===== config.mk =====
export PLATFORM = sky130hd
export DESIGN_NAME = cm0_dap_jt_cdc_rx
export DESIGN_NICKNAME = d
export VERILOG_FILES = /design/src/rtl/cm0_dap_jt_cdc_rx.sv
export SDC_FILE = /design/constraint.sdc
export NUM_CORES = 1
export LEC_CHECK = 0
export ABC_CLOCK_PERIOD_IN_PS = 1630
export BUFFER_PORTS_ARGS = -buffer_cell sky130_fd_sc_hd__buf_2
export CELL_PAD_IN_SITES_DETAIL_PLACEMENT = 0
export CELL_PAD_IN_SITES_GLOBAL_PLACEMENT = 2
export CORE_MARGIN = 2
export CORE_UTILIZATION = 24
export CTS_CLUSTER_SIZE = 40
export DETAILED_ROUTE_END_ITERATION = 10
export PLACE_DENSITY = 0.78
export SYNTH_ARGS = -nofsm -noshare
export SYNTH_HDL_FRONTEND = slang
export SYNTH_SLANG_ARGS = --single-unit

===== constraint.sdc =====
create_clock -name CLK -period 1.63 [get_ports CLK]
set_input_delay 0.0815 -clock CLK [delete_from_list [all_inputs] [get_ports CLK]]
set_output_delay 0.0815 -clock CLK [all_outputs]
set_load 0.01 [all_outputs]

===== src/rtl/cm0_dap_jt_cdc_rx.sv =====
// cm0_dap_jt_cdc_rx: receive side of the DAP JTAG clock-domain-crossing REQ/ACK data interface.
// Optional macro CM0_DAP_JT_CDC_RX_SYNC3_EN selects a 3-flop REQ synchroniser (default 2 flops).
module cm0_dap_jt_cdc_rx #(
    parameter int DW      = 32,
    parameter bit PRESENT = 1'b1
) (
    input  logic          CLK,
    input  logic          RESET,
    input  logic          REQASYNC,
    input  logic [DW-1:0] DATAASYNC,
    output logic          ACK,
    output logic [DW-1:0] RXDATA,
    output logic          RXVALID,
    input  logic          RXREADY,
    output logic          PROTERR
);

    // state | meaning
    // IDLE  | waiting for synchronised REQ, ACK low
    // VALID | word captured and offered to the local consumer
    // ACKHI | word accepted, ACK held high until REQ falls
    typedef enum logic [1:0] {
        ST_IDLE  = 2'd0,
        ST_VALID = 2'd1,
        ST_ACKHI = 2'd2
    } state_t;

`ifdef CM0_DAP_JT_CDC_RX_SYNC3_EN
    localparam int SYNC_N = 3;
`else
    localparam int SYNC_N = 2;
`endif

    generate
        if (PRESENT) begin : g_rx
            state_t          r_state;
            state_t          w_state_nxt;
            logic [SYNC_N-1:0] r_sync;
            logic            w_req_s;
            logic            w_capture;
            logic            w_ack_nxt;
            logic            w_valid_nxt;
            logic            w_perr_set;
            logic            r_ack;
            logic            r_valid;
            logic            r_proterr;
            logic [DW-1:0]   r_data;

            assign w_req_s = r_sync[SYNC_N-1];

            always_ff @(posedge CLK) begin
                if (RESET) begin
                    r_sync <= '0;
                end else begin
                    r_sync <= {r_sync[SYNC_N-2:0], REQASYNC};
                end
            end

            always_ff @(posedge CLK) begin
                if (RESET) begin
                    r_state   <= ST_IDLE;
                    r_ack     <= 1'b0;
                    r_valid   <= 1'b0;
                    r_proterr <= 1'b0;
                    r_data    <= '0;
                end else begin
                    r_state <= w_state_nxt;
                    r_ack   <= w_ack_nxt;
                    r_valid <= w_valid_nxt;
                    if (w_perr_set) begin
                        r_proterr <= 1'b1;
                    end
                    // DATAASYNC is only looked at once req_s has settled high
                    if (w_capture) begin
                        r_data <= DATAASYNC;
                    end
                end
            end

            always_comb begin
                w_state_nxt = r_state;
                w_ack_nxt   = r_ack;
                w_valid_nxt = r_valid;
                w_capture   = 1'b0;
                w_perr_set  = 1'b0;
                case (r_state)
                    ST_IDLE: begin
                        w_ack_nxt   = 1'b0;
                        w_valid_nxt = 1'b0;
                        if (w_req_s) begin
                            w_capture   = 1'b1;
                            w_valid_nxt = 1'b1;
                            w_state_nxt = ST_VALID;
                        end
                    end
                    ST_VALID: begin
                        w_ack_nxt   = 1'b0;
                        w_valid_nxt = 1'b1;
                        // REQ dropped before ACK: flag it but still deliver the word
                        if (!w_req_s) begin
                            w_perr_set = 1'b1;
                        end
                        if (RXREADY) begin
                            w_valid_nxt = 1'b0;
                            w_ack_nxt   = 1'b1;
                            w_state_nxt = ST_ACKHI;
                        end
                    end
                    ST_ACKHI: begin
                        w_ack_nxt   = 1'b1;
                        w_valid_nxt = 1'b0;
                        if (!w_req_s) begin
                            w_ack_nxt   = 1'b0;
                            w_state_nxt = ST_IDLE;
                        end
                    end
                    default: begin
                        w_ack_nxt   = 1'b0;
                        w_valid_nxt = 1'b0;
                        w_state_nxt = ST_IDLE;
                    end
                endcase
            end

            assign ACK     = r_ack;
            assign RXVALID = r_valid;
            assign RXDATA  = r_data;
            assign PROTERR = r_proterr;
        end else begin : g_absent
            assign ACK     = 1'b0;
            assign RXVALID = 1'b0;
            assign RXDATA  = '0;
            assign PROTERR = 1'b0;
        end
    endgenerate

endmodule

-- Yosys cells after proc, flatten, opt, wreduce, memory -nomap -nowiden
Cells that the tools add are included.
- eq/ne operators: 5
- multiplexer cells: 12
- reduce and logical (&&, ||, !) cells: 2
- operators by type and width (cell ; count):
    $mux 1 ; 6
    $mux 2 ; 3
    $ne 2x2->1 const B ; 3
    $pmux 2 s3 ; 1
    $pmux 1 s2 ; 2
    $reduce_and 3->1 ; 1
    $eq 2x1->1 const B ; 1
    $eq 2x2->1 const B ; 1
    $logic_not 2->1 ; 1
- bits in registers: 39
- input bits: 36

-- Depth between registers and ports, before layout
Gate-level depths: netlist of the first run.
- depth after elaboration: 3
- mapped depth: 7

-- Worst setup path after synthesis of the first run
No wires, ideal clock.
- path kind: register to register
- from: register g_rx.r_state[0]
- to: register g_rx.r_data[0], in the netlist RXDATA[0]
- setup time: 0.132 ns
- arrival time: 1.150 ns
- data required time: 1.498 ns
- slack: 0.347 ns
- cell stages (with the launch flop): 8
- period minus slack after synthesis: 1.283 ns
- path through: dfxtp_1 > inv_1 > ha_1 > and2_1 > buf_4 > buf_6 > nand2_1 > a21oi_1
- word-level cells in the longest chain between the ends: 2
- ends and longest elaborated chain (item ; line ; source):
    start, declared ; 36 ; state_t r_state;
    start signal, assigned ; 67 ; r_state <= w_state_nxt;
    $logic_not 2->1 ; 86 ; case (r_state)
    $mux 1 ; 86 ;
    end signal, assigned ; 65 ; r_data <= '0;
    end signal, assigned ; 75 ; r_data <= DATAASYNC;
    end, declared ; 47 ; logic [DW-1:0] r_data;
Every way passes these cells.
A chain may end at the register's enable or synchronous reset.

-- Worst setup path in the final report of the first run
- from: register g_rx.r_state[0]
- to: register g_rx.r_data[2], in the netlist RXDATA[2]
Same word-level chain as after synthesis.

==> results of run 1 <==
## repair_timing
item / 4_1_cts / 5_1_grt
hold buffers: 1 / 0
endpoints found under the hold margin: 1 / 0
resized for setup: 0 / 0
## metrics by stage
step	util (%)	std cells	cell area (sq um)	hold slack, ps
CTS	33.6	321	1970	9.60
global route	33.6	321	1970	17.6
floorplan	-	174	1430	210
finish	33.6	321	1970	22.8
detailed placement	31.7	313	1850	300
global placement	31.7	313	1850	291
## path summary, 6_finish.rpt
check / start / to / slack [ps] / cells past startpoint
max: g_rx.r_state[0]$_SDFFE_PP0P_ / RXDATA[2]$_SDFFE_PP0P_ / 170 / 6
min: DATAASYNC[11] / RXDATA[11]$_SDFFE_PP0P_ / 20 / 3
max reg2reg: g_rx.r_state[0]$_SDFFE_PP0P_ / RXDATA[2]$_SDFFE_PP0P_ / 170 / 6
min reg2reg: g_rx.r_sync[0]$_SDFF_PP0_ / g_rx.r_sync[1]$_SDFF_PP0_ / 440 / 1
## routing by layer
metal	global-route usage [%]	vias to the layer above	wire length (um)
met5	0	-	0
met4	5.59	0	59
met3	3.78	7	286
met2	17.2	47	1620
met1	12.6	601	1580
li1	-	698	-
## worst reg2reg max path: cells and delay by family, from the launching register on
kind | cells | cell delay [ps]
flops | 1 | 340
simple gates | 2 | 400
buf+inv | 2 | 320
compound gates | 1 | 130
fa+ha+maj | 1 | 210
## kinds of logic (layout without fill, tap and decap cells)
logic type,Yosys count,after routing,share of synthesized area (%)
simple gates,76,76,20.9
flops,39,39,54.5
fa+ha+maj,4,4,3.49
buf+inv,16,88,6.54
compound gates,39,39,14.6
## flip-flops by register name, indices dropped and copies added (netlist names)
register and cells:
g_rx.r_sync 2, RXVALID 1, RXDATA 32, ACK 1, PROTERR 1, g_rx.r_state 2
## where the power goes
group          total [mW]  internal (mW)  leakage, nW  switching [mW]
registers            1.00          0.988        0.317          0.0169
logic               0.197         0.0901        0.519           0.107
clock network       0.773          0.449       0.0513           0.324
total                1.97           1.53        0.888           0.448
## final cells by class
type | count | area [sq um] | share of cell area, %
clock buffer | 6 | 72.6 | 3.69
clock inverter | 1 | 30.0 | 1.53
inverter | 5 | 18.8 | 0.955
multi-input combinational | 119 | 559 | 28.5
sequential | 39 | 781 | 39.7
tap | 75 | 93.8 | 4.77
timing repair buffer | 76 | 410 | 20.9
## placed cells by master (no fill, tap or decap)
cell type      netlist  final
a31oi_1              1      1
dfxtp_1             39     39
nor2b_1              2      2
nand2_1             69     69
buf_2                6     70
a21oi_1             35     35
and2_1               2      2
nand2b_1             2      2
inv_1                5      5
dlygate4sd3_1        0      1
clkbuf_8             0      5
ha_1                 4      4
clkbuf_1             1      1
a311oi_1             1      1
buf_12               0      1
bufinv_16            0      1
a41o_1               1      1
o32ai_1              1      1
nor2_1               1      1
buf_4                1      4
==> out/metrics.cfg, run 1 <==
[synth]
synth_area_leaders=dfxtp_1, nand2_1, a21oi_1
yosys.area.top_type=dfxtp_1
netlist_area_sq_um=1430
yosys-top-cells-count=nand2_1, dfxtp_1, a21oi_1
synth_seq_area_share_pct=54.5
yosys_warnings=0
synth_top_area_share_pct=54.5
async_reset_ff_share_pct=0
synth_seq_cells=39
avgSynthCellArea_sq_um=8.24
syn_nets=214
synth.most_common_cell=nand2_1
yosysUniqueCellTypes=17
synthCells=174
ys.flop_type=dfxtp_1
synth_edf_count=0

[placement]
portBuffers=70
place.gp.congestion=0.712
dp_slack_ps=154
hpwl_mm=2.54

[detailed_routing]
wire_per_inst_um=11.0
vias_per_cell=4.21
antenna_left=0
drc=0
routed_wl_mm=3.54
dr.pass1.iters=4
initialDrtViolationCount=50
vias=1353

[worst_setup_path]
crit_chain=inv_1 -> ha_1 -> and2_1 -> buf_12 -> nand2_1 -> a21oi_1
cp_slowest_cell=dfxtp_1
path_class=reg -> reg
worstPathArrival_ps=1680
crit_path_max_fanout=26
crit_path_max_incr_delay_ps=340
crit_buf_inv=2
required_ps=1850
crit_path_end_kind=flop
critPathTopFamily=simple AND/OR/NAND/NOR gates
worstSetupStartpointType=flop

[sta]
drv_slew=0
relSlewSlack_pct=71.6
setup_viol=0
finalSetupTns_ps=0
report.final.hold_viol_count=0
tightest_slew_ps=427
fin_crit_ps=1460
setup_slack_ps=165
max_freq_ghz=0.683
finClkSkew_ps=3.51
rsz0062_at_grt=no
finalCritPeriodShare_pct=89.9

[finish]
antenna_cells=0
areaGrowthSynthToFinish_pct=37.1
fillerInstances=646
layout.nets=286
drive_above_1_share_pct=32.9

[die]
core-area_sq_um=5850
rows=28
dieHeight_um=81.3
die_area_sq_um=6610
die_w_um=81.3
pin_count=71
initial_core_util_pct=24.5

[grt]
grt_start_max_net_pins=27
grt_overflow_total=0
grt_util_all_layers_pct=10.8
antenna_found_initial=0
grt_first_pass_wirelength_mm=5.39
grt_pass1_vias=1244

[clocking]
numCtsBuffers=5
post_cts_buffers=0
cts_htree_levels=2
clkLatencyLatePin_ps=290
clkSinkCount=39
cts_buffer_depth=2
cts_tree=done
cts.clk_slew.worst_paths_ps=70
cts_root_buf=clkbuf_8

[worst_hold_path]
hold_path.class=in -> reg

[power_and_ir_drop]
max-vdd-ir-drop_v=0.000393
fin_total_pwr_mw=1.97
powerDensity_nw_per_um2=1000
power_leakage_nw=0.888

[job]
maxCapViolations=0

[outcome]
status=completed

Power figures use the tool's default switching activity.
==> run 2: changes to the inputs <==
--- a/config.mk
+++ b/config.mk
@@ -5,7 +5,7 @@
 export SDC_FILE = /design/constraint.sdc
 export NUM_CORES = 1
 export LEC_CHECK = 0
-export ABC_CLOCK_PERIOD_IN_PS = 1630
+export ABC_CLOCK_PERIOD_IN_PS = 1500
 export BUFFER_PORTS_ARGS = -buffer_cell sky130_fd_sc_hd__buf_2
 export CELL_PAD_IN_SITES_DETAIL_PLACEMENT = 0
 export CELL_PAD_IN_SITES_GLOBAL_PLACEMENT = 2
@@ -14,6 +14,7 @@
 export CTS_CLUSTER_SIZE = 40
 export DETAILED_ROUTE_END_ITERATION = 10
 export PLACE_DENSITY = 0.78
+export REMOVE_ABC_BUFFERS = 1
 export SYNTH_ARGS = -nofsm -noshare
 export SYNTH_HDL_FRONTEND = slang
 export SYNTH_SLANG_ARGS = --single-unit
==> constraint.sdc (replaced) <==
create_clock -name CLK -period 1.5 [get_ports CLK]
set_input_delay 0.075 -clock CLK [delete_from_list [all_inputs] [get_ports CLK]]
set_output_delay 0.075 -clock CLK [all_outputs]
set_load 0.01 [all_outputs]
==> run 2 against run 1 <==
Against the previous run:
- first-iteration DRC count shrank 50%
- hold slack lost 2.0 ps
- worst setup slack gained 14 ps
- global-route usage grew 0.68 points
- die area is the same
- combinational power grew 9%
- clock-buffer cell count grew 2
- clock skew grew 1.2 ps
- total power grew 5.0%
- critical path type unchanged
==> out/metrics.cfg, run 2 (same netlist as run 1, synthesis figures left out) <==
[outcome]
status=completed  ; unchanged

[power_and_ir_drop]
power_leakage_nw=0.892  ; was 0.888 nW
max-vdd-ir-drop_v=0.000324  ; was 0.000393 V
fin_total_pwr_mw=2.07  ; was 1.97 mW
powerDensity_nw_per_um2=1060  ; was 1000 nW/um^2

[worst_setup_path]
r2r_end=RXDATA[1]$_SDFFE_PP0P_  ; was RXDATA[2]$_SDFFE_PP0P_
crit_path_max_fanout=16  ; was 26
rr_startpoint=g_rx.r_state[1]$_SDFFE_PP0P_  ; was g_rx.r_state[0]$_SDFFE_PP0P_
required_ps=1710  ; was 1850 ps
r2r_slack_ps=180  ; was 170 ps
path_class=reg -> reg  ; unchanged
crit_path_end_kind=flop  ; unchanged
worstSetupStartpointType=flop  ; unchanged
worstPathArrival_ps=1530  ; was 1680 ps
crit_path_start=g_rx.r_state[1]$_SDFFE_PP0P_  ; was g_rx.r_state[0]$_SDFFE_PP0P_
rr_worst_depth=6  ; unchanged

[detailed_routing]
vias_per_cell=4.16  ; was 4.21
dr.pass1.iters=4  ; unchanged
routed_wl_mm=3.55  ; was 3.54 mm
wire_per_inst_um=11.0  ; about the same
vias=1340  ; was 1353
initialDrtViolationCount=25  ; was 50
drc=0  ; unchanged
antenna_left=0  ; unchanged

[sta]
relSlewSlack_pct=82.6  ; was 71.6%
tightest_slew_ps=260  ; was 427 ps
rsz0062_at_grt=no  ; unchanged
fin_crit_ps=1320  ; was 1460 ps
finalCritPeriodShare_pct=88.0  ; was 89.9%
drv_slew=0  ; unchanged
finClkSkew_ps=4.75  ; was 3.51 ps
report.final.hold_viol_count=0  ; unchanged
max_freq_ghz=0.757  ; was 0.683 GHz
setup_viol=0  ; unchanged

[worst_hold_path]
hp-start=DATAASYNC[8]  ; was DATAASYNC[11]
hold_path.class=in -> reg  ; unchanged
holdPathEnd=RXDATA[8]$_SDFFE_PP0P_  ; was RXDATA[11]$_SDFFE_PP0P_
holdPathStages=3  ; unchanged

[clocking]
cts_root_buf=clkbuf_8  ; unchanged
cts_buffer_depth=2  ; unchanged
clkSinkCount=39  ; unchanged
cts_resized=0  ; unchanged
numCtsBuffers=5  ; unchanged
cts.clk_slew.worst_paths_ps=70  ; about the same
cts_hold_buf=0  ; was 1
clkLatencyLatePin_ps=280  ; was 290 ps
cts_htree_levels=2  ; unchanged
post_cts_buffers=0  ; unchanged
cts_tree=done  ; unchanged

[placement]
place.gp.congestion=0.696  ; was 0.712
place_area_sq_um=1860  ; was 1850 sq um
hpwl_mm=2.55  ; was 2.54 mm
portBuffers=70  ; unchanged
placed_cells=314  ; was 313

[die]
rows=28  ; unchanged
die_w_um=81.3  ; unchanged
dieHeight_um=81.3  ; unchanged
core-area_sq_um=5850  ; unchanged
die_area_sq_um=6610  ; unchanged
pin_count=71  ; unchanged
initial_core_util_pct=24.5  ; unchanged

[grt]
grt_overflow_total=0  ; unchanged
grt_util_all_layers_pct=11.4  ; was 10.8%
grt_start_max_net_pins=29  ; was 27
grt_first_pass_wirelength_mm=5.73  ; was 5.39 mm
grt_pass1_vias=1273  ; was 1244
antenna_found_initial=0  ; unchanged

[finish]
antenna_cells=0  ; unchanged
largest_register_ffs=32  ; unchanged
stdcell_count=322  ; was 321
layout_common_cells=buf_2, nand2_1, dfxtp_1  ; unchanged
final_common_cell=buf_2  ; unchanged
areaGrowthSynthToFinish_pct=36.7  ; was 37.1%
layout.nets=286  ; unchanged
drive_above_1_share_pct=33.6  ; was 32.9%
fillerInstances=658  ; was 646
stdcell_area_sq_um=1960  ; was 1970 sq um

[job]
maxCapViolations=0  ; unchanged

==> run 2: worst max path at each step <==
| stage | end | depth (start not counted) | slack (ps) |
|---|---|---|---|
| global placement | RXDATA[17]$_SDFFE_PP0P_ | 6 | 200 |
| floorplan | RXDATA[0]$_SDFFE_PP0P_ | 5 | -6 |
| finish | RXDATA[1]$_SDFFE_PP0P_ | 6 | 180 |
| CTS | RXDATA[19]$_SDFFE_PP0P_ | 6 | 170 |
| global route | RXDATA[9]$_SDFFE_PP0P_ | 6 | 30 |
| detailed placement | RXDATA[19]$_SDFFE_PP0P_ | 6 | 170 |
==> run 2: final cells by class <==
cell class	count	area, sq um	area share [%]
Inverter	5	18.8	0.957
Clock buffer	8	100	5.11
Sequential cell	39	781	39.8
Tap cell	75	93.8	4.79
Multi-Input combinational cell	119	559	28.5
Timing Repair Buffer	76	408	20.8
==> run 2: power by group <==
group | internal, mW | switching, mW | total [mW]
combinational | 0.0981 | 0.117 | 0.215
clock | 0.420 | 0.347 | 0.767
sequential | 1.07 | 0.0189 | 1.09
total | 1.59 | 0.483 | 2.07
==> run 2: through the flow <==
step / TNS (ps) / util [%] / worst slack, ps / hold WS [ps]
detailed placement: 0 / 31.8 / 172 / 320
CTS: 0 / 33.5 / 167 / 4.01
finish: 0 / 33.5 / 180 / 20.8
global route: 0 / 33.5 / 26.7 / 6.11
floorplan: -185 / - / -5.77 / 144
global placement: 0 / 31.8 / 198 / 308
==> run 2: metal layers <==
metal	track usage, %	part of all wire, %
met5	0	0
met4	3.56	0.42
met3	5.44	9.2
met2	17.8	44
met1	13.9	46
==> run 2: worst max-delay path: stages (launching register included) <==
cell and delay (ps):
dfxtp_1 320, inv_1 120, ha_1 220, and2_1 160, buf_4 220, nand2_1 80
a21oi_1 120
